<file path="config.mk">
export PLATFORM = sky130hd
export DESIGN_NAME = reg_file_mp
export DESIGN_NICKNAME = d
export VERILOG_FILES = /design/src/rtl/reg_file_mp.sv
export SDC_FILE = /design/constraint.sdc
export NUM_CORES = 2
export LEC_CHECK = 0
export CORE_MARGIN = 2
export CORE_UTILIZATION = 25
export DETAILED_ROUTE_END_ITERATION = 8
export GPL_TIMING_DRIVEN = 0
export SLEW_MARGIN = 20
export SYNTH_ARGS = -nofsm -noshare
export SYNTH_HDL_FRONTEND = slang
export SYNTH_SLANG_ARGS = --single-unit
</file>
<file path="constraint.sdc">
create_clock -name clk -period 3.5 [get_ports clk]
set_input_delay 0.7 -clock clk [delete_from_list [all_inputs] [get_ports clk]]
set_output_delay 0.7 -clock clk [all_outputs]
set_load 0.05 [all_outputs]
</file>
<file path="src/rtl/reg_file_mp.sv">
`default_nettype none
// ============================================================================
// Module   : reg_file_mp
// Brief    : Multi-port register file with hardwired r0, write bypass,
//            write-port priority and a per-register busy scoreboard.
// Revision : 1.0
// ============================================================================
module reg_file_mp #(
    parameter int XLEN   = 32,
    parameter int NREG   = 32,
    parameter int AW     = 5,
    parameter int NRD    = 2,
    parameter int NWR    = 1,
    parameter int BYPASS = 1
) (
    input  logic                clk,
    input  logic                rst_n,
    input  logic [NRD*AW-1:0]   ra,
    output logic [NRD*XLEN-1:0] rd,
    output logic [NRD-1:0]      rd_busy,
    input  logic [NWR-1:0]      we,
    input  logic [NWR*AW-1:0]   wa,
    input  logic [NWR*XLEN-1:0] wd,
    input  logic                sb_set,
    input  logic [AW-1:0]       sb_addr,
    output logic                busy_any
);

    logic [XLEN-1:0] r_regs [NREG];
    logic [NREG-1:0] r_busy;
    logic            r_busy_any;
    logic [NREG-1:0] w_busy_nxt;

    logic [NWR-1:0]  w_wr_en;
    logic [AW-1:0]   w_wa [NWR];
    logic [XLEN-1:0] w_wd [NWR];

    // Valid means in range and not the hardwired zero register.
    function automatic logic addr_ok(input logic [AW-1:0] a);
        return ({1'b0, a} < (AW+1)'(NREG)) && (a != '0);
    endfunction

    generate
        for (genvar j = 0; j < NWR; j++) begin : g_wr
            assign w_wa[j]    = wa[j*AW +: AW];
            assign w_wd[j]    = wd[j*XLEN +: XLEN];
            assign w_wr_en[j] = we[j] && addr_ok(w_wa[j]);
        end
    endgenerate

    // Later ports are applied last, so the highest-numbered port wins a conflict.
    always_ff @(posedge clk or negedge rst_n) begin
        if (!rst_n) begin
            for (int k = 0; k < NREG; k++) begin
                r_regs[k] <= '0;
            end
        end else begin
            for (int k = 1; k < NREG; k++) begin
                for (int j = 0; j < NWR; j++) begin
                    if (w_wr_en[j] && (w_wa[j] == AW'(k))) begin
                        r_regs[k] <= w_wd[j];
                    end
                end
            end
        end
    end

    // Set is applied after clear so a new producer keeps the register busy.
    always_comb begin
        w_busy_nxt = r_busy;
        for (int k = 1; k < NREG; k++) begin
            for (int j = 0; j < NWR; j++) begin
                if (w_wr_en[j] && (w_wa[j] == AW'(k))) begin
                    w_busy_nxt[k] = 1'b0;
                end
            end
            if (sb_set && addr_ok(sb_addr) && (sb_addr == AW'(k))) begin
                w_busy_nxt[k] = 1'b1;
            end
        end
    end

    always_ff @(posedge clk or negedge rst_n) begin
        if (!rst_n) begin
            r_busy     <= '0;
            r_busy_any <= 1'b0;
        end else begin
            r_busy     <= w_busy_nxt;
            r_busy_any <= |w_busy_nxt;
        end
    end

    assign busy_any = r_busy_any;

    generate
        for (genvar i = 0; i < NRD; i++) begin : g_rd
            logic [AW-1:0]   w_ra;
            logic [XLEN-1:0] w_stored;
            logic [XLEN-1:0] w_fwd;
            logic            w_hit;
            logic            w_busy_rd;

            assign w_ra = ra[i*AW +: AW];

            always_comb begin
                w_stored  = '0;
                w_busy_rd = 1'b0;
                for (int k = 1; k < NREG; k++) begin
                    if (w_ra == AW'(k)) begin
                        w_stored  = r_regs[k];
                        w_busy_rd = r_busy[k];
                    end
                end
                w_hit = 1'b0;
                w_fwd = '0;
                for (int j = 0; j < NWR; j++) begin
                    if (w_wr_en[j] && (w_wa[j] == w_ra)) begin
                        w_hit = 1'b1;
                        w_fwd = w_wd[j];
                    end
                end
            end

            assign rd[i*XLEN +: XLEN] = ((BYPASS != 0) && w_hit) ? w_fwd : w_stored;
            assign rd_busy[i]         = w_busy_rd && !((BYPASS != 0) && w_hit);
        end
    endgenerate

endmodule
`default_nettype wire

</file>
==> Flow_metrics.wiki <==
{| class="wikitable"
! Metric !! Value
|-
| Run status || finished with violations
|-
| Violations in the final reports || setup timing
|-
| Total length of routed met2 wires || 173000 um
|-
| Number of buffers added by the clock tree synthesis step || 115
|-
| Most used DFF post-synth || sky130_fd_sc_hd__dfrtp_1
|-
| Iteration-0 DRC count of the detailed router || 8976
|-
| Half-perimeter wire length of the detailed placement result || 314000 um
|-
| Number of rows in the core area || 178
|-
| Final routed wirelength across all metal layers || 420000 um
|-
| Largest net degree at the start of global routing || 132
|-
| Endpoint type of the worst setup path || output port
|-
| Unrepaired setup endpoints after global routing || true
|-
| Via count of the first global-routing pass || 57400
|-
| Worst hold slack after final layout || 0.432 ns
|-
| Sequential fraction of the synthesis area || 43.4%
|-
| Antenna-violating nets left || 0
|-
| Maximum count of clock buffers along a single path || 3
|-
| Maximum net fanout on the critical path || 7
|-
| Worst slew slack as a fraction of its limit || 12.1%
|-
| Die area || 240000 sq um
|-
| Gate count of the mapped netlist || 5821
|-
| Critical path start-end classification || input port to output port
|-
| Routed length per instance || 43.3 um
|-
| Post-route clock period utilization || 123%
|-
| Length of routed wiring on met1 || 158000 um
|-
| Cell taking the most area after synthesis || sky130_fd_sc_hd__dfrtp_1
|-
| Synthesis warning total || 0
|-
| Synth top area cells || sky130_fd_sc_hd__dfrtp_1 (43%), sky130_fd_sc_hd__mux2_2 (18%), sky130_fd_sc_hd__o21ai_0 (3.3%)
|-
| Yosys cell types || 84
|-
| Count of endpoints failing setup in the final report || 105
|-
| Worst-margin pin slew || 1.32 ns
|-
| CTS tree || yes
|-
| Reg clk slew, reported paths || 0.07 ns
|-
| Number of remaining DRC errors || 0
|-
| Max-slew violations || 0
|-
| Iteration count of the initial detailed-routing pass || 9
|-
| Total track usage || 33.9%
|-
| Global-route wire length before repair || 544000 um
|-
| Boundary pin count || 123
|-
| Layout Nets || 6487
|-
| Startpoint types || input port
|-
| Total of buffers placed on input and output ports || 114
|-
| DP Area || 66100 sq um
|-
| Total number of clock tree sinks || 1024
|-
| Initial Util || 25.1%
|-
| VDD IR-drop max || 0.000447 V
|-
| Global placement routability congestion || 1.08
|-
| Mean area per synthesized cell || 10.1 sq um
|-
| Fraction of registers with async set or reset after synthesis || 100%
|-
| Worst path setup slack after routing || -0.795 ns
|-
| Die height || 490 um
|-
| Proportion of netlist area held by the largest area contributor || 43.4%
|-
| Hold crit path type || input port to async pin
|-
| Antenna violations before repair || 55
|-
| Filler instances || 23400
|-
| Vias/cell || 6.20
|-
| Met3 wire len || 51100 um
|-
| Highest Signal Layer || met5
|-
| Number of max-capacitance violations reported || 0
|-
| Clock latency reported for the late side of the worst-skew pair || 0.82 ns
|-
| Number of enable flip-flop cells after synthesis || 0
|-
| Post-route core utilization || 35.0%
|-
| Remaining Overflow, GRT || 0
|-
| Clock period minus worst slack || 4.30 ns
|-
| Design area || 82300 sq um
|-
| Width of the die || 490 um
|-
| Fraction of layout cells with a size suffix above 1 || 41.6%
|-
| Power per cell area || 502 nW/um^2
|-
| Summed instance area of the synthesized netlist || 59000 sq um
|-
| Area inside the core boundary || 235000 sq um
|-
| Fin. Hold Viols || 0
|-
| Area growth, synth to finish || 39.4%
|-
| Post-route clock skew || 0.0355 ns
|-
| H-tree depth || 3
|-
| Crit path required time || 2.80 ns
|-
| Syn_nets || 5877
|-
| Via count || 60200
|-
| Root buffer selected by CTS || sky130_fd_sc_hd__clkbuf_16
|-
| Max frequency || 233 MHz
|-
| Flop and latch count out of synthesis || 1024
|-
| Total leakage power || 34.3 nW
|-
| Data arrival time at the worst-slack endpoint || 3.60 ns
|}
## cell families after synthesis
logic type | share of synthesized area [%]
DFF | 43.4
AOI/OAI and AO/OA | 18.8
and+or+nand+nor | 9.31
muxes | 23.5
buffers and inverters | 4.77
xor gates and xnor gates | 0.148
## state kept, by name, summed over array words and instances (netlist names)
register,cells
r_busy,31
busy_any,1
r_regs,992
## area by class of cell
type / count / area (sq um) / area share [%]
tap: 3150 / 3940 / 4.79
clock buffer: 151 / 3220 / 3.92
buffer: 595 / 5960 / 7.25
timing repair buffer: 512 / 6500 / 7.90
clock inverter: 59 / 900 / 1.09
antenna: 31 / 77.6 / 0.0943
sequential: 1024 / 25600 / 31.2
multi-input combinational: 4095 / 35700 / 43.4
inverter: 88 / 353 / 0.429
## where the power goes
part | switching [W] | internal, W | total (W)
logic | 0.00608 | 0.00468 | 0.0108
registers | 0.00255 | 0.0142 | 0.0167
clock network | 0.00588 | 0.00789 | 0.0138
## critical path, cell delays in order
cell	delay [ns]
sky130_fd_sc_hd__buf_12	0.12
sky130_fd_sc_hd__or3_4	0.51
sky130_fd_sc_hd__clkbuf_16	0.21
sky130_fd_sc_hd__buf_12	0.13
sky130_fd_sc_hd__or3_1	0.37
sky130_fd_sc_hd__a22o_1	0.19
sky130_fd_sc_hd__o211ai_1	0.59
sky130_fd_sc_hd__a221oi_2	0.27
sky130_fd_sc_hd__o21ai_2	0.28
sky130_fd_sc_hd__buf_6	0.20
## through the flow
stage / total power (W) / std cells / worst slack [ns] / setup TNS (ns)
floorplan: 0.0209 / 5821 / -0.179 / -0.253
global placement: 0.0250 / 9085 / -48.06 / -
detailed placement: 0.0252 / 9138 / -4.09 / -833.95
CTS: 0.0402 / 9575 / -0.600 / -24.73
global route: 0.0421 / 9679 / -0.708 / -28.95
finish: 0.0413 / 9705 / -0.795 / -33.04
## cells in the mapped netlist (68+ instances only)
library cell               instances
sky130_fd_sc_hd__dfrtp_1        1024
sky130_fd_sc_hd__mux2_2          940
sky130_fd_sc_hd__nand2_1         497
sky130_fd_sc_hd__clkbuf_1        465
sky130_fd_sc_hd__o21ai_0         393
sky130_fd_sc_hd__a21oi_1         310
sky130_fd_sc_hd__nor2_1          265
sky130_fd_sc_hd__o22ai_1         184
sky130_fd_sc_hd__mux2i_1         171
sky130_fd_sc_hd__a22oi_1         123
sky130_fd_sc_hd__buf_2           110
sky130_fd_sc_hd__a221oi_1        108
sky130_fd_sc_hd__a22o_1           95
sky130_fd_sc_hd__inv_1            83
sky130_fd_sc_hd__o211ai_1         73
sky130_fd_sc_hd__o21ai_1          72
sky130_fd_sc_hd__mux2_1           68
## cell usage in the layout, fill, tap and decap left out, types with 94 or more instances in the layout
cell and n:
sky130_fd_sc_hd__mux2_2 938, sky130_fd_sc_hd__o22ai_1 149, sky130_fd_sc_hd__clkbuf_2 104, sky130_fd_sc_hd__nor2_1 237, sky130_fd_sc_hd__a22oi_1 113, sky130_fd_sc_hd__clkbuf_16 163
sky130_fd_sc_hd__buf_4 208, sky130_fd_sc_hd__dfrtp_1 1018, sky130_fd_sc_hd__buf_12 141, sky130_fd_sc_hd__clkbuf_1 184, sky130_fd_sc_hd__buf_6 140, sky130_fd_sc_hd__a21oi_1 198
sky130_fd_sc_hd__o21ai_0 361, sky130_fd_sc_hd__nand2_1 477, sky130_fd_sc_hd__mux2i_1 157, sky130_fd_sc_hd__a22o_1 94
## final timing paths
path | endpoint | cells after the start | from | slack [ns]
hold reg to reg | r_regs[570]$_DFFE_PN0P_ | 2 | r_regs[570]$_DFFE_PN0P_ | 0.52
setup / recovery | rd[34] | 10 | ra[9] | -0.80
min in group clk | r_regs[831]$_DFFE_PN0P_ | 4 | wa[0] | 0.46
setup reg to reg | busy_any$_DFF_PN0_ | 5 | r_busy[31]$_DFF_PN0_ | 0.98
hold / removal | r_regs[708]$_DFFE_PN0P_ | 2 | rst_n | 0.43
max in group asynchronous | r_regs[213]$_DFFE_PN0P_ | 5 | rst_n | 0.88
## per-layer routing
layer | track usage [%] | vias to the layer above
li1 | - | 22900
met1 | 41.6 | 30800
met2 | 48.6 | 4799
met3 | 12.1 | 1623
met4 | 24.9 | 22
met5 | 0 | -
## what timing repair did
item	in CTS	in global routing
resized for setup	2145	345
hold buffers	1	0
setup buffers	218	105
endpoints found under the setup margin	411	67
endpoints found under the hold margin	73	0
pin swaps	286	249
gates cloned	19	9
(Power assumes the default switching activity.)
